===== config.mk =====
export PLATFORM = sky130hd
export DESIGN_NAME = imem_boot_sequencer
export DESIGN_NICKNAME = d
export VERILOG_FILES = /design/src/rtl/imem_boot_sequencer_pkg.sv /design/src/rtl/imem_boot_sequencer_imem_port_mux.sv /design/src/rtl/imem_boot_sequencer.sv
export SDC_FILE = /design/constraint.sdc
export NUM_CORES = 1
export LEC_CHECK = 0
export BUFFER_PORTS_ARGS = -buffer_cell sky130_fd_sc_hd__buf_4
export CELL_PAD_IN_SITES_DETAIL_PLACEMENT = 1
export CELL_PAD_IN_SITES_GLOBAL_PLACEMENT = 1
export CORE_MARGIN = 2
export CORE_UTILIZATION = 31
export CTS_BUF_LIST = sky130_fd_sc_hd__clkbuf_4 sky130_fd_sc_hd__clkbuf_8
export DETAILED_ROUTE_END_ITERATION = 8
export PLACE_DENSITY_LB_ADDON = 0.1
export SLEW_MARGIN = 20
export SYNTH_ARGS = -nofsm -noshare
export SYNTH_HDL_FRONTEND = slang
export SYNTH_HIERARCHICAL = 1
export SYNTH_SLANG_ARGS = --single-unit

===== constraint.sdc =====
create_clock -name clk -period 2.1 [get_ports clk]
set_input_delay 0.42 -clock clk [delete_from_list [all_inputs] [get_ports clk]]
set_output_delay 0.42 -clock clk [all_outputs]
set_load 0.01 [all_outputs]

===== src/rtl/imem_boot_sequencer_pkg.sv =====
// Shared types and defaults for the instruction memory boot sequencer.
package imem_boot_sequencer_pkg;

    localparam int ADDR_W_DEF = 3;
    localparam int DATA_W_DEF = 32;
    localparam int IMEM_DEPTH = 2 ** ADDR_W_DEF;

    typedef enum logic [1:0] {
        ST_LOAD  = 2'd0,
        ST_DRAIN = 2'd1,
        ST_RUN   = 2'd2
    } state_t;

endpackage


===== src/rtl/imem_boot_sequencer_imem_port_mux.sv =====
// Steers the single instruction memory port between the loader and the core.
module imem_port_mux
    import imem_boot_sequencer_pkg::*;
#(
    parameter int ADDR_W = ADDR_W_DEF,
    parameter int DATA_W = DATA_W_DEF
) (
    input  logic [1:0]        state,
    input  logic              load_we,
    input  logic [ADDR_W-1:0] load_addr,
    input  logic [DATA_W-1:0] load_data,
    input  logic [ADDR_W-1:0] fetch_addr,
    output logic              mem_we,
    output logic [ADDR_W-1:0] mem_addr,
    output logic [DATA_W-1:0] mem_wdata
);

    always_comb begin
        mem_we    = 1'b0;
        mem_addr  = fetch_addr;
        mem_wdata = load_data;
        case (state)
            ST_LOAD: begin
                mem_we   = load_we;
                mem_addr = load_addr;
            end
            default: begin
                mem_we   = 1'b0;
                mem_addr = fetch_addr;
            end
        endcase
    end

endmodule


===== src/rtl/imem_boot_sequencer.sv =====
// Boot sequencer: loads the instruction memory, holds the core in reset,
// then serves fetches with one cycle of latency.
module imem_boot_sequencer
    import imem_boot_sequencer_pkg::*;
#(
    parameter int ADDR_W       = ADDR_W_DEF,
    parameter int DATA_W       = DATA_W_DEF,
    parameter int LOAD_WORDS   = IMEM_DEPTH,
    parameter int DRAIN_CYCLES = 2
) (
    input  logic              clk,
    input  logic              rst,
    input  logic              i_load_we,
    input  logic [ADDR_W-1:0] i_load_addr,
    input  logic [DATA_W-1:0] i_load_data,
    input  logic              i_start,
    input  logic              i_reload,
    input  logic              i_fetch_req,
    input  logic [ADDR_W-1:0] i_fetch_addr,
    output logic              o_fetch_valid,
    output logic [DATA_W-1:0] o_fetch_instr,
    output logic              o_mem_we,
    output logic [ADDR_W-1:0] o_mem_addr,
    output logic [DATA_W-1:0] o_mem_wdata,
    input  logic [DATA_W-1:0] i_mem_rdata,
    output logic              o_cpu_rst_n,
    output logic [ADDR_W:0]   o_load_count,
    output logic              o_drop_err,
    output logic [1:0]        o_state
);

    localparam int DW = $clog2(DRAIN_CYCLES + 1);
    localparam logic [DW-1:0] DRAIN_MAX = DW'(DRAIN_CYCLES - 1);
    localparam logic [ADDR_W:0] CNT_MAX = (ADDR_W + 1)'(LOAD_WORDS);

    state_t            state;
    logic              prev_we;
    logic [DW-1:0]     drain;
    logic [DATA_W-1:0] held;
    logic              rise;
    logic              full;

    assign rise    = i_load_we & ~prev_we;
    assign full    = (o_load_count == CNT_MAX);
    assign o_state = state;

    // Memory output is already registered; pass it straight through while valid.
    assign o_fetch_instr = o_fetch_valid ? i_mem_rdata : held;

    imem_port_mux #(
        .ADDR_W(ADDR_W),
        .DATA_W(DATA_W)
    ) u_mux (
        .state     (state),
        .load_we   (i_load_we),
        .load_addr (i_load_addr),
        .load_data (i_load_data),
        .fetch_addr(i_fetch_addr),
        .mem_we    (o_mem_we),
        .mem_addr  (o_mem_addr),
        .mem_wdata (o_mem_wdata)
    );

    always_ff @(posedge clk or negedge rst) begin
        if (!rst) begin
            state         <= ST_LOAD;
            prev_we       <= 1'b0;
            drain         <= '0;
            held          <= '0;
            o_fetch_valid <= 1'b0;
            o_cpu_rst_n   <= 1'b0;
            o_load_count  <= '0;
            o_drop_err    <= 1'b0;
        end else begin
            prev_we       <= i_load_we;
            o_fetch_valid <= 1'b0;
            if (o_fetch_valid) held <= i_mem_rdata;
            case (state)
                ST_LOAD: begin
                    if (i_reload) begin
                        o_load_count <= '0;
                        o_drop_err   <= 1'b0;
                    end else begin
                        if (rise && !full) o_load_count <= o_load_count + 1'b1;
                        if (i_start || (full && !i_load_we)) begin
                            state <= ST_DRAIN;
                            drain <= DRAIN_MAX;
                        end
                    end
                end
                ST_DRAIN, ST_RUN: begin
                    if (i_reload) begin
                        state        <= ST_LOAD;
                        o_cpu_rst_n  <= 1'b0;
                        o_load_count <= '0;
                        o_drop_err   <= 1'b0;
                    end else begin
                        if (rise) o_drop_err <= 1'b1;
                        if (state == ST_RUN) begin
                            o_fetch_valid <= i_fetch_req;
                        end else if (drain == '0) begin
                            state       <= ST_RUN;
                            o_cpu_rst_n <= 1'b1;
                        end else begin
                            drain <= drain - 1'b1;
                        end
                    end
                end
                default: state <= ST_LOAD;
            endcase
        end
    end

endmodule


==> flow_metrics.py <==
metrics = {
    "power": {
        "ir_worst_vdd_mv": 0.5987,
        "swShare": 0.3367,
        "seqPwrFrac": 0.344,
        "power.density_nw_per_um2": 1210,
        "total_power_w": 0.003569,
        "pwr-share-comb": 0.475,
        "intPower_w": 0.002367,
        "power.switching_w": 0.001202,
        "power_leakage_nw": 1.542,
        "clockPowerShare": 0.181,
    },
    "finish": {
        "antenna_cells": 0,
        "area_growth_syn_to_layout_pct": 29.01,
        "final_area_um2": 2949,
        "drive_gt1_frac": 0.4280,
        "final_nets": 332,
        "final_util": 0.4088,
        "layout_common_cells": "91 x buf_4, 44 x dfrtp_1, 31 x mux2_1",
        "final_common_cell": "buf_4",
    },
    "route": {
        "firstDrtPassIters": 3,
        "drt-total-wl_mm": 5.564,
        "remaining_drc_errors": 0,
        "wl_per_cell_um": 15.94,
        "drt-initial-drc-count": 27,
        "ant_nets": 0,
        "vias_per_cell": 4.625,
        "vias": 1614,
    },
    "clock_network": {
        "htree_levels": 2,
        "cts_tree": "built",
        "cts_made_buffers": 5,
        "cts_root_buffer": "clkbuf_8",
        "clockBufferDepth": 2,
        "cts_resized": 0,
        "path_clk_slew_ns": 0.08,
        "cts.sinks": 44,
        "clock_latency_ns": 0.29,
        "cts_setup_buffers": 0,
        "hold_buffers": 0,
    },
    "grt": {
        "grt_max_degree": 45,
        "grt_pass1_wl_mm": 9.218,
        "track_usage": 0.1413,
        "grt_antenna_before_repair": 0,
        "top_usage_layer": "met2",
        "grt_util_met2": 0.2140,
        "grt-ovfl-total": 0,
        "grt_pass1_vias": 1687,
        "met1_usage": 0.1861,
        "grtUsageMet3": 0.04946,
    },
    "place": {
        "finalWeightedCongestion": 0.7660,
        "place_area_um2": 2838,
        "port_buffers": 88,
        "dpl_worst_slack_ns": 0.3076,
        "dp.final_hpwl_mm": 4.281,
    },
    "logic_synthesis": {
        "ys_warn_count": 6,
        "postSynthNetCount": 272,
        "syn-instance-count": 189,
        "syn_area_um2": 2286,
        "ys.flop_type": "dfrtp_1",
        "yosysUniqueCellTypes": 41,
        "synth-seq-area-share": 0.4817,
        "synth_top_cell_by_area": "dfrtp_1",
        "avgSynthCellArea_um2": 12.09,
        "ys_top_cells_by_area": "dfrtp_1 48%, mux2_1 15%, buf_4 11%, ha_1 3.8%, mux2_4 2.0%",
        "synth_edf_count": 0,
        "synth.top_cell.area_share": 0.4817,
        "ys_async_sr_fraction": 1.000,
        "synth_seq_cells": 44,
    },
    "setup_path": {
        "worstPathArrival_ns": 1.47,
        "crit_path_max_fanout": 6,
        "critPathRequiredTime_ns": 1.68,
        "start_kind": "flip-flop",
        "endpoint_kind": "output pin",
        "worst-setup-path-type": "flip-flop to output pin",
    },
    "die": {
        "rows": 31,
        "core_area_um2": 7214,
        "initial_core_util": 0.3169,
        "fp.dieArea_um2": 8077,
        "die_x_um": 89.87,
        "die_h_um": 89.87,
        "io_pins": 153,
    },
    "timing": {
        "timing.fmax_mhz": 528.0,
        "timing.setup.tns_ns": 0,
        "post-route-min-period_ns": 1.894,
        "tightest_slew_ns": 0.5743,
        "rsz0062_at_grt": "false",
        "setup_violations": 0,
        "slew_headroom": 0.6171,
        "worst_slack_ns": 0.2060,
        "report.final.slew_viol_count": 0,
        "hold_viol_final": 0,
        "worst_clock_skew_ns": 0.005107,
        "period_share": 0.9019,
    },
    "job": {
        "cap_violations": 0,
    },
    "run_status": {
        "outcome": "finished clean",
    },
    "min_path": {
        "min_path_type": "input pin to async pin",
    },
}
sequential cells by signal (all words and copies together) (netlist names):
name           cells
held              32
o_cpu_rst_n        1
o_state            2
drain              2
o_fetch_valid      1
o_drop_err         1
prev_we            1
o_load_count       4
layout make-up:
class	instances	area [µm²]
multi-input combinational	97	875.8
fill	818	4265
inverter	9	33.78
tap	99	123.9
clock buffer	6	76.32
clock inverter	2	35.03
timing repair buffer	92	703.2
sequential	44	1101
path summary, 6_finish.rpt:
check                      startpoint  slack [ns]  cells past startpoint             to
max                        o_state[1]        0.21                      4  o_mem_addr[2]
max in group asynchronous         rst        1.59                      1    o_cpu_rst_n
min                               rst        0.12                      1        held[7]
min in group clk            i_load_we        0.29                      1        prev_we
min reg2reg                   held[4]        0.48                      1        held[4]
max reg2reg                o_state[0]        0.33                      5       drain[0]
metrics by stage:
stage          std cells  hold slack [ns]
2_1_floorplan        189           0.1244
3_3_place_gp         341           0.4653
3_5_place_dp         341           0.4675
4_1_cts              349           0.1381
5_1_grt              349           0.1590
6_report             349           0.1192
Yosys cell counts, drive strengths merged, types with 3 or more instances:
library cell   n
dfrtp         44
buf           37
mux2          36
inv            9
ha             7
nor2b          5
o21ai          5
nand2b         4
nor2           4
and2           3
nand2          3
power groups by stage:
stage	Clock (W)	Sequential, W	Combinational (W)
final	0.000646	0.00123	0.00170
after global routing	0.000721	0.00126	0.00189
after CTS	0.000687	0.00123	0.00174
after detailed placement	0	0.00125	0.00174
after global placement	0	0.00123	0.00172
after floorplan	0	0.00126	0.000965
cells by family after synthesis:
kind of cell / synth area share
buf+inv: 0.1352
flops: 0.4817
mux: 0.1866
simple gates: 0.09634
compound gates: 0.06185
fa+ha+maj: 0.03831
metal layers:
layer | share of wire | wire, µm
met1 | 0.43 | 2378
met2 | 0.46 | 2536
met3 | 0.086 | 477
met4 | 0.031 | 172
met5 | 0 | 0
critical path: stages (launching register included):
cell     delay [ns]
dfrtp_1        0.38
buf_4          0.16
nor2_4         0.18
mux2_4         0.31
buf_4          0.14
No activity file was read; power rests on OpenSTA's default activity.
